[config.mk]
export PLATFORM = sky130hd
export DESIGN_NAME = multiplexer_3to1
export DESIGN_NICKNAME = d
export VERILOG_FILES = /design/src/rtl/multiplexer_3to1.sv
export SDC_FILE = /design/constraint.sdc
export NUM_CORES = 1
export LEC_CHECK = 0
export ABC_CLOCK_PERIOD_IN_PS = 1000
export BUFFER_PORTS_ARGS = -buffer_cell sky130_fd_sc_hd__buf_2
export CAP_MARGIN = 10
export CORE_MARGIN = 2
export CORE_UTILIZATION = 43
export CTS_BUF_LIST = sky130_fd_sc_hd__clkbuf_4 sky130_fd_sc_hd__clkbuf_8
export CTS_CLUSTER_SIZE = 14
export DETAILED_ROUTE_END_ITERATION = 8
export PLACE_DENSITY = 0.82
export SLEW_MARGIN = 15
export SYNTH_ARGS = -nofsm -noshare
export SYNTH_HDL_FRONTEND = slang
export SYNTH_SLANG_ARGS = --single-unit
[constraint.sdc]
create_clock -name clk -period 1 [get_ports clk]
set_clock_uncertainty 0.15 [all_clocks]
set_input_delay 0.3 -clock clk [delete_from_list [all_inputs] [get_ports clk]]
set_output_delay 0.3 -clock clk [all_outputs]
set_load 0.02 [all_outputs]
[src/rtl/multiplexer_3to1.sv]
// Registered 32-bit 3-to-1 word selector with a sticky illegal-select flag.
// Optional feature: define MULTIPLEXER_SELECT_CHECK_EN to enable sel_err tracking.
module multiplexer_3to1 #(
    parameter int WIDTH = 32
) (
    input  logic             clk,
    input  logic             rst_n,
    input  logic [WIDTH-1:0] input1,
    input  logic [WIDTH-1:0] input2,
    input  logic [WIDTH-1:0] input3,
    input  logic [1:0]       signal,
    input  logic             in_valid,
    output logic [WIDTH-1:0] result,
    output logic             out_valid,
    output logic             sel_err
);

    localparam logic [1:0] SEL_IN1 = 2'b00;
    localparam logic [1:0] SEL_IN2 = 2'b01;
    localparam logic [1:0] SEL_IN3 = 2'b10;

    logic [WIDTH-1:0] sel_data_s;
    logic             sel_illegal_s;
    logic [WIDTH-1:0] result_r;
    logic             out_valid_r;

    // Decode the select code; anything other than a legal code (including X) yields zero.
    always_comb begin
        sel_data_s    = {WIDTH{1'b0}};
        sel_illegal_s = 1'b0;
        case (signal)
            SEL_IN1: sel_data_s = input1;
            SEL_IN2: sel_data_s = input2;
            SEL_IN3: sel_data_s = input3;
            default: begin
                sel_data_s    = {WIDTH{1'b0}};
                sel_illegal_s = 1'b1;
            end
        endcase
    end

    // Capture the selected word only on qualified cycles; valid tracks in_valid.
    always_ff @(posedge clk or negedge rst_n) begin
        if (!rst_n) begin
            result_r    <= {WIDTH{1'b0}};
            out_valid_r <= 1'b0;
        end else begin
            out_valid_r <= in_valid;
            if (in_valid) begin
                result_r <= sel_data_s;
            end else begin
                result_r <= result_r;
            end
        end
    end

`ifdef MULTIPLEXER_SELECT_CHECK_EN
    logic sel_err_r;

    // Sticky flag: once an illegal code is accepted it stays set until reset.
    always_ff @(posedge clk or negedge rst_n) begin
        if (!rst_n) begin
            sel_err_r <= 1'b0;
        end else if (in_valid && sel_illegal_s) begin
            sel_err_r <= 1'b1;
        end else begin
            sel_err_r <= sel_err_r;
        end
    end

    assign sel_err = sel_err_r;
`else
    logic unused_illegal_s;
    assign unused_illegal_s = sel_illegal_s;
    assign sel_err          = 1'b0;
`endif

    assign result    = result_r;
    assign out_valid = out_valid_r;

endmodule

=== Word level (Yosys, flattened, before mapping) ===
Index checks and enable logic that the tools add are counted.

* Output and inout bits: 34
* Flip-flop bits (word level): 33
* Word-level logic and storage cells: 6

* Mux-type cells: 1
* Reductions and logical operators: 1
* Equality and inequality tests: 2

{| class="wikitable"
|+ Operators by type and width
! kind !! number
|-
| $pmux W32 S3 || 1
|-
| $eq A2 B1 Y1 const B || 1
|-
| $eq A2 B2 Y1 const B || 1
|-
| $logic_not A2 Y1 || 1
|}

=== Longest topological paths before layout ===
Gate-level depths: netlist of run 1.

* Depth in word-level cells: 2
* Mapped depth: 4
* Depth with buffers taken out: 2

=== Worst setup path after synthesis of run 1 ===
OpenSTA, ideal clock, no wires.

* Kind: input -> register
* Start: input signal[1]
* End: register result_r[17] (netlist: result[17])
* Setup slack: -138 ps
* Stages on the path: 4
* Setup time: 138 ps
* Required time: 712 ps
* Arrival: 850 ps
* Cells stage by stage: buf_6 -> buf_12 -> mux2i_1 -> o221ai_1

* Longest elaborated chain between the ends: 2
* Elaborated cells between the ends (all ways): 4
* Classes of those cells: eq/ne: 2; mux: 1; reduce/logical: 1

{| class="wikitable"
|+ Ends and longest elaborated chain
! element !! RTL line !! text
|-
| start: declaration || 11 || <nowiki>input logic [1:0] signal,</nowiki>
|-
| $eq A2 B2 Y1 (tied with other cells) || n/a ||
|-
| $pmux W32 S3 (*) || 31 || <nowiki>case (signal)</nowiki>
|-
| end signal: assignment || 45 || <nowiki>result_r <= {WIDTH{1'b0}};</nowiki>
|-
| end signal: assignment || 50 || <nowiki>result_r <= sel_data_s;</nowiki>
|-
| end signal: assignment || 52 || <nowiki>result_r <= result_r;</nowiki>
|-
| end: declaration || 24 || <nowiki>logic [WIDTH-1:0] result_r;</nowiki>
|}

Mark *: on every way between the ends. The rest lies on a longest branch, timed or not.
A chain may end at the register's enable or synchronous reset.

=== Worst setup path in the final report of run 1 ===
* Start: register result_r[25] (netlist: result[25])
* End: output result[25]

{| class="wikitable"
|+ RTL lines
! element !! RTL line !! text
|-
| end: declaration || 13 || <nowiki>output logic [WIDTH-1:0] result,</nowiki>
|}

No word-level cell between the ends.

==> results of run 1 <==
sequential cells by signal, indices dropped and copies added (netlist names):
signal and cells:
out_valid 1, result 32
placed cells by master (no fill, tap or decap):
| cell | count |
|---|---|
| o221ai_1 | 26 |
| inv_1 | 29 |
| o221ai_2 | 6 |
| clkbuf_8 | 6 |
| dlygate4sd3_1 | 1 |
| buf_6 | 33 |
| buf_2 | 99 |
| buf_12 | 9 |
| mux2i_2 | 3 |
| buf_16 | 2 |
| clkbuf_4 | 1 |
| nand2b_4 | 1 |
| nand4b_1 | 32 |
| inv_2 | 3 |
| buf_4 | 21 |
| dfrtp_1 | 33 |
| clkbuf_16 | 3 |
| mux2i_1 | 29 |
| conb_1 | 1 |
path summary, 6_finish.rpt:
check                           start         end  slack, ns  cells past startpoint
hold / removal               in_valid   out_valid       0.11                      1
hold reg to reg            result[13]  result[13]       0.44                      2
max in group asynchronous       rst_n  result[11]       0.14                      3
min in group asynchronous       rst_n  result[27]       0.37                      3
setup / recovery           result[25]  result[25]      -0.27                      1
setup reg to reg           result[29]  result[29]      -0.07                      4
cells by family after synthesis:
group           Yosys count  share of synthesized area, %
compound gates           32                          13.8
buf+inv                  54                          15.4
flops                    33                          40.5
mux                      32                          15.7
other cells               1                         0.184
simple gates             33                          14.4
report_power, final:
part | total, mW | internal [mW] | switching [mW]
sequential | 1.60 | 1.49 | 0.111
combinational | 1.50 | 0.842 | 0.663
clock | 1.04 | 0.573 | 0.464
Yosys cell counts:
master	count	area [sq um]
buf_6	4	45.0
buf_12	3	60.1
dfrtp_1	33	826
inv_1	32	120
mux2i_1	32	320
buf_4	5	37.5
conb_1	1	3.75
o221ai_1	32	280
buf_2	10	50.1
nand4b_1	32	280
nand2b_4	1	13.8
layer usage:
metal	track usage, %	up-vias
met5	0	-
met4	8.85	0
met3	3.73	15
met2	41.1	94
met1	25.5	1021
li1	-	1006
area by class of cell:
type / count / area, sq um / share of cell area (%)
Clock buffer: 7 / 90.1 / 2.65
Inverter: 32 / 120 / 3.54
Tap cell: 54 / 67.6 / 1.99
Multi-Input combinational cell: 98 / 947 / 27.9
Timing Repair Buffer: 168 / 1350 / 39.6
Sequential cell: 33 / 826 / 24.3
metrics by stage:
step / setup TNS [ns] / util (%) / instance area, sq um / instances
finish: -8.59 / 73.4 / 3400 / 392
global route: -9.41 / 73.4 / 3400 / 392
CTS: -8.65 / 68.8 / 3190 / 379
detailed placement: -9.04 / 59.9 / 2770 / 361
global placement: -8.02 / 59.9 / 2770 / 361
floorplan: -3.01 / - / 2050 / 185
what timing repair did:
item,in CTS,in global routing
setup endpoints to repair,40,40
hold buffers,1,0
setup buffers,9,10
gates resized for setup,68,16
gates cloned,1,3
endpoints found under the hold margin,33,0
==> results.yml, run 1 <==
run_status:
  status: "finished with violations"
  failed_checks: "setup timing"
sta:
  layout_setup_ws_ns: -0.267
  fin_crit_ns: 1.27
  hold_viol: 0
  max_clock_freq_mhz: 789
  whs_ns: 0.111
  finalCritPeriodShare_pct: 127
  grt_setup_unrepaired: "yes"
  finalSetupViolations: 37
  maxSlewViolCount: 0
cts:
  cts.sinks: 33
  cts_tree: "done"
  cts_max_level: 2
  clk_pin_slew_ns: 0.07
  clockRootBuffer: "clkbuf_8"
  cts_made_buffers: 5
  cts_buffer_depth: 2
  clk_latency_ns: 0.27
global_routing:
  overflow: 0
  groute.usage.overall_pct: 22.3
  grt_max_degree: 34
  grt_pass1_wl_um: 9250
  grt_pass1_vias: 2057
  antenna_found_initial: 0
route:
  route.detailed.drc: 0
  top_layer_used: "met4"
  via_per_inst: 5.45
  wl_met3_um: 353
  firstDrtPassIters: 4
  wl_um: 6460
  drtIter0Drc: 103
  wl_per_cell_um: 16.5
  vias: 2136
  met1_length_um: 2470
  ant_nets: 0
  dr_wl_met2_um: 3480
setup_path:
  start_kind: "flop"
  max_stage_delay_ns: 0.40
  crit_type: "flop to output pin"
  slowest_stage: "dfrtp_1"
  path_buf_inv: 1
  cp.arrival_ns: 0.82
  cp_max_fo: 2
  crit_chain: "buf_6"
  required_ns: 0.55
  worstSetupEndpointType: "output pin"
  critical-path-top-delay-family: "flip-flops"
placed_design:
  portBuffers: 133
  hpwl_um: 3930
  dpl_worst_slack_ns: -0.327
  gp_congestion: 0.786
power_and_ir_drop:
  powerDensity_nw_per_um2: 1220
  power_mw: 4.14
  p_leak_nw: 1.72
  ir_worst_vdd_uv: 752
floorplanning:
  pin_count: 135
  die_y_um: 72.8
  num_rows: 25
  start_util_pct: 44.0
  chipWidth_um: 72.8
  coreArea_sq_um: 4630
  die_area_sq_um: 5300
yosys:
  ys_warn_count: 0
  avgSynthCellArea_sq_um: 11.0
  synth_cell_types: 11
  synth_cells: 185
  syn_area_sq_um: 2040
  ys_ff_latch: 33
  syn_nets: 286
  synth-seq-area-share_pct: 40.5
run:
  drv_cap: 0
finish:
  drive_above_1_share_pct: 55.3
  n_fill_cell: 337
  num_antenna_cells: 0
  finalNetCount: 439
  area_growth_pct: 66.7
worst_hold_path:
  hp-class: "input port to flop"
(Power assumes the default switching activity.)
==> run 2: changes to the inputs <==
Settings changed: ABC_CLOCK_PERIOD_IN_PS 1000 to default, CORE_UTILIZATION 43 to 39, PLACE_DENSITY 0.82 to 0.78.
Clock period 1 ns to 1.09 ns, I/O delays scaled along.
==> run 2 against run 1 <==
The flow still finishes with violations (setup timing). Design area fell by 5.3%. Highest routed layer unchanged. Core utilization fell by 10 points. Clock power barely moved.
==> results.yml, run 2 (synthesized netlist as in run 1, its figures left out) <==
run_status:
  status: "finished with violations"
  failed_checks: "setup timing"
setup_path:
  crit_type: "flop to output pin"
  cp_max_fo: 2
  slowest_stage: "dfrtp_1"
  required_ns: 0.61
  cp.arrival_ns: 0.83
  crit_chain: "buf_6"
  worstReg2RegStart: "result[12]"
  worstSetupEndpointType: "output pin"
  start_kind: "flop"
  crit_start: "result[14]"
  path_buf_inv: 1
  critical-path-top-delay-family: "flip-flops"
  max_stage_delay_ns: 0.41
placed_design:
  placed_area_sq_um: 2710
  gp_congestion: 0.776
  dpl_worst_slack_ns: -0.267
  hpwl_um: 3730
  portBuffers: 133
floorplanning:
  chipWidth_um: 76.3
  num_rows: 26
  pin_count: 135
  coreArea_sq_um: 5070
  start_util_pct: 40.1
  die_y_um: 76.3
  die_area_sq_um: 5820
sta:
  fin_crit_ns: 1.30
  finalCritPeriodShare_pct: 120
  fin_tns_setup_ns: -6.44
  max_clock_freq_mhz: 767
  grt_setup_unrepaired: "yes"
  hold_viol: 0
  finalSetupViolations: 33
  layout_setup_ws_ns: -0.213
  maxSlewViolCount: 0
worst_hold_path:
  hold_path.startpoint: "input2[26]"
  hp-class: "input port to flop"
power_and_ir_drop:
  ir_worst_vdd_uv: 630
  powerDensity_nw_per_um2: 1160
  p_leak_nw: 1.63
  power_mw: 3.72
route:
  wl_per_cell_um: 15.3
  drtIter0Drc: 121
  firstDrtPassIters: 4
  vias: 1992
  via_per_inst: 5.04
  wl_um: 6040
  route.detailed.drc: 0
  ant_nets: 0
cts:
  cts_made_buffers: 5
  clockRootBuffer: "clkbuf_8"
  cts_buffer_depth: 2
  clk_latency_ns: 0.28
  cts.sinks: 33
  cts_max_level: 2
  cts_tree: "done"
  clk_pin_slew_ns: 0.07
global_routing:
  antenna_found_initial: 0
  grt_max_degree: 47
  overflow: 0
  grt_pass1_wl_um: 8910
  grt_pass1_vias: 1898
  groute.usage.overall_pct: 18.6
run:
  drv_cap: 0
finish:
  mostFrequentLayoutCells: "buf_2 (99), buf_6 (34), dfrtp_1 (33)"
  largest_register_ffs: 32
  num_antenna_cells: 0
  finalNetCount: 425
  final_common_cell: "buf_2"
  drive_above_1_share_pct: 50.8
  area_growth_pct: 57.8
  finalInstanceArea_sq_um: 3210
[run 2: cell type report]
cell class,instances,area (sq um)
Sequential cell,33,826
Clock buffer,7,96.3
Fill cell,424,1860
Inverter,32,120
Multi-Input combinational cell,98,908
Timing Repair Buffer,154,1170
Clock inverter,1,5.00
Tap cell,70,87.6
[run 2: final timing paths]
path | endpoint | slack (ns) | depth (start not counted)
max | result[14] | -0.21 | 1
min in group asynchronous | result[27] | 0.39 | 3
max reg2reg | result[12] | 0.03 | 4
max in group asynchronous | result[16] | 0.23 | 3
min | result[26] | 0.15 | 3
min reg2reg | result[8] | 0.44 | 2
[run 2: power by group]
| group | internal, mW | switching [mW] |
|---|---|---|
| registers | 1.36 | 0.102 |
| logic | 0.673 | 0.563 |
| clock network | 0.571 | 0.449 |
[run 2: routing by layer]
layer,up-vias,track usage (%),share of wire (%)
met2,86,31.8,50
met1,925,23.4,43
met4,0,6.18,1.2
met3,7,4.15,5.5
li1,974,-,-
met5,-,0,0
[run 2: per-stage QoR]
stage | utilization (%) | hold WS (ns) | instances
floorplan | - | -0.119 | 185
global placement | 53.5 | 0.148 | 373
detailed placement | 53.5 | 0.160 | 373
CTS | 60.0 | 0.142 | 384
global route | 63.3 | 0.146 | 395
finish | 63.3 | 0.153 | 395
[run 2: timing repair]
action / CTS / global route
hold endpoints to repair: 33 / 0
setup buffers: 2 / 7
hold buffers: 1 / 0
resized for setup: 66 / 6
gates cloned: 0 / 4
setup endpoints to repair: 33 / 41
[run 2: worst register-to-register path: cells and delay by family, from the launching register on]
kind                   cells  cell delay, ns
DFF                        1            0.40
buffers and inverters      3            0.30
AOI/OAI and AO/OA          1            0.08
==> run 3: changes to the inputs <==
Settings changed: ABC_AREA from default to 1, PLACE_DENSITY 0.78 to 0.79, SLEW_MARGIN 15 to 20.
==> run 3 against run 2 <==
The run still ends with setup timing left. Power is 4.0% higher. Routed wire length rose by 2.8%. Combinational power hardly changed. Sequential share of layout area grew 0.44 points. Largest power group unchanged. Highest routed layer unchanged.
==> results.yml, run 3 <==
global_routing:
  overflow: 0
  grt_pass1_wl_um: 9590
  groute.usage.overall_pct: 22.5
  grt_pass1_vias: 2246
  grt_max_degree: 34
  antenna_found_initial: 0
floorplanning:
  chipWidth_um: 75.0
  coreArea_sq_um: 4790
  pin_count: 135
  die_y_um: 75.0
  die_area_sq_um: 5620
  start_util_pct: 41.0
  num_rows: 25
yosys:
  syn_area_sq_um: 1960
  syn_nets: 388
  yosysTopAreaCell: "dfrtp_1"
  synth_common_cells: "nand2_1 (128), nand3_1 (96), dfrtp_1 (33), buf_2 (13), buf_4 (9)"
  synth_top_area_share_pct: 42.0
  ys_warn_count: 0
  avgSynthCellArea_sq_um: 6.84
  synth_ff_type: "dfrtp_1"
  yosysMostFrequentCell: "nand2_1"
  synth_cells: 287
  synth_edf_count: 0
  synth-seq-area-share_pct: 42.0
  async_flop_share_pct: 100
  synth_cell_types: 12
  synthTopCellsByArea: "dfrtp_1 (42%), nand3_1 (24%), nand2_1 (24%)"
  ys_ff_latch: 33
sta:
  whs_ns: 0.183
  hold_viol: 0
  max_clock_freq_mhz: 764
  grt_setup_unrepaired: "yes"
  fin_tns_setup_ns: -6.65
  finalCritPeriodShare_pct: 120
  layout_setup_ws_ns: -0.218
  finalSetupViolations: 33
  fin_crit_ns: 1.31
  maxSlewViolCount: 0
route:
  route.detailed.drc: 0
  ant_nets: 0
  vias: 2452
  via_per_inst: 4.91
  wl_per_cell_um: 12.4
  drtIter0Drc: 119
  wl_um: 6210
  firstDrtPassIters: 4
finish:
  final_common_cell: "nand2_1"
  n_fill_cell: 421
  largest_register_ffs: 32
  num_antenna_cells: 0
  finalNetCount: 532
  multi_input_area_sq_um: 976
  mostFrequentLayoutCells: "nand2_1 (128), buf_2 (100), nand3_1 (96)"
  final-seq-area_sq_um: 826
  area_growth_pct: 60.9
  drive_above_1_share_pct: 39.8
setup_path:
  cp_max_fo: 2
  crit_chain: "buf_6"
  path_buf_inv: 1
  start_kind: "flop"
  critical-path-top-delay-family: "flip-flops"
  worstSetupEndpointType: "output pin"
  required_ns: 0.61
  slowest_stage: "dfrtp_1"
  cp.arrival_ns: 0.83
  max_stage_delay_ns: 0.40
  crit_type: "flop to output pin"
power_and_ir_drop:
  power.share.clock_pct: 31.3
  p_leak_nw: 1.78
  p_switching_mw: 1.13
  p_int_mw: 2.74
  ir_worst_vdd_uv: 725
  p_seq_share_pct: 37.6
  p_comb_share_pct: 31.2
  powerDensity_nw_per_um2: 1220
  p_sw_share_pct: 29.2
worst_hold_path:
  hp-class: "input port to flop"
cts:
  cts_made_buffers: 5
  clk_pin_slew_ns: 0.07
  cts_buffer_depth: 2
  cts_max_level: 2
  clockRootBuffer: "clkbuf_8"
  cts.sinks: 33
  clk_latency_ns: 0.28
  cts_tree: "done"
run:
  drv_cap: 0
run_status:
  failed_checks: "setup timing"
  status: "finished with violations"
placed_design:
  hpwl_um: 4390
  portBuffers: 133
  gp_congestion: 0.837
-- run 3: through the flow --
stage                     cell area (sq um)  total power [mW]  setup slack [ns]  utilization (%)  cells
after floorplan                        1980              1.98           -0.0508                -    287
after global placement                 2690              2.38            -0.365             56.2    474
after detailed placement               2690              2.40            -0.413             56.2    474
after CTS                              3100              3.85            -0.228             64.8    492
after global routing                   3160              4.06            -0.245             66.0    499
final                                  3160              3.87            -0.218             66.0    499
-- run 3: power groups by stage --
stage	combinational, mW	clock (mW)	sequential [mW]
final	1.21	1.21	1.45
after global placement	0.939	0	1.44
after global routing	1.31	1.28	1.47
after floorplan	0.367	0	1.61
after detailed placement	0.954	0	1.44
after CTS	1.17	1.23	1.46
-- run 3: final timing paths --
check,start,end,slack [ns],cells after the start
min in group asynchronous,rst_n,result[18],0.37,3
hold / removal,input1[26],result[26],0.18,5
max in group asynchronous,rst_n,result[7],0.25,3
setup / recovery,result[5],result[5],-0.22,1
setup reg to reg,result[17],result[17],0.08,4
hold reg to reg,result[7],result[7],0.35,2
-- run 3: cell type report --
cell class                      instances  share of cell area (%)
Clock inverter                          1                   0.950
Inverter                                3                   0.673
Timing Repair Buffer                  162                    35.9
Clock buffer                            7                    2.85
Sequential cell                        33                    26.1
Multi-Input combinational cell        226                    30.9
Tap cell                               67                    2.65
-- run 3: cell families after synthesis --
group / count (synthesis) / share of synthesized area [%]
buffers and inverters: 28 / 8.28
DFF: 33 / 42.0
other: 1 / 0.191
and+or+nand+nor: 225 / 49.5
-- run 3: per-layer routing --
| metal | share of wire (%) | routed length, um | up-vias | global-route usage [%] |
|---|---|---|---|---|
| met5 | 0 | 0 | - | 0 |
| met4 | 2.0 | 126 | 0 | 10.3 |
| met3 | 7.9 | 492 | 13 | 4.28 |
| met2 | 50 | 3100 | 114 | 40.2 |
| met1 | 40 | 2490 | 1109 | 25.9 |
| li1 | - | - | 1216 | - |
-- run 3: timing repair --
action / 4_1_cts / 5_1_grt
resized for setup: 68 / 3
hold buffers: 1 / 0
endpoints found under the hold margin: 33 / 0
buffers inserted: 9 / 7
endpoints found under the setup margin: 65 / 34
pin swaps: 0 / 0
cloned: 0 / 0
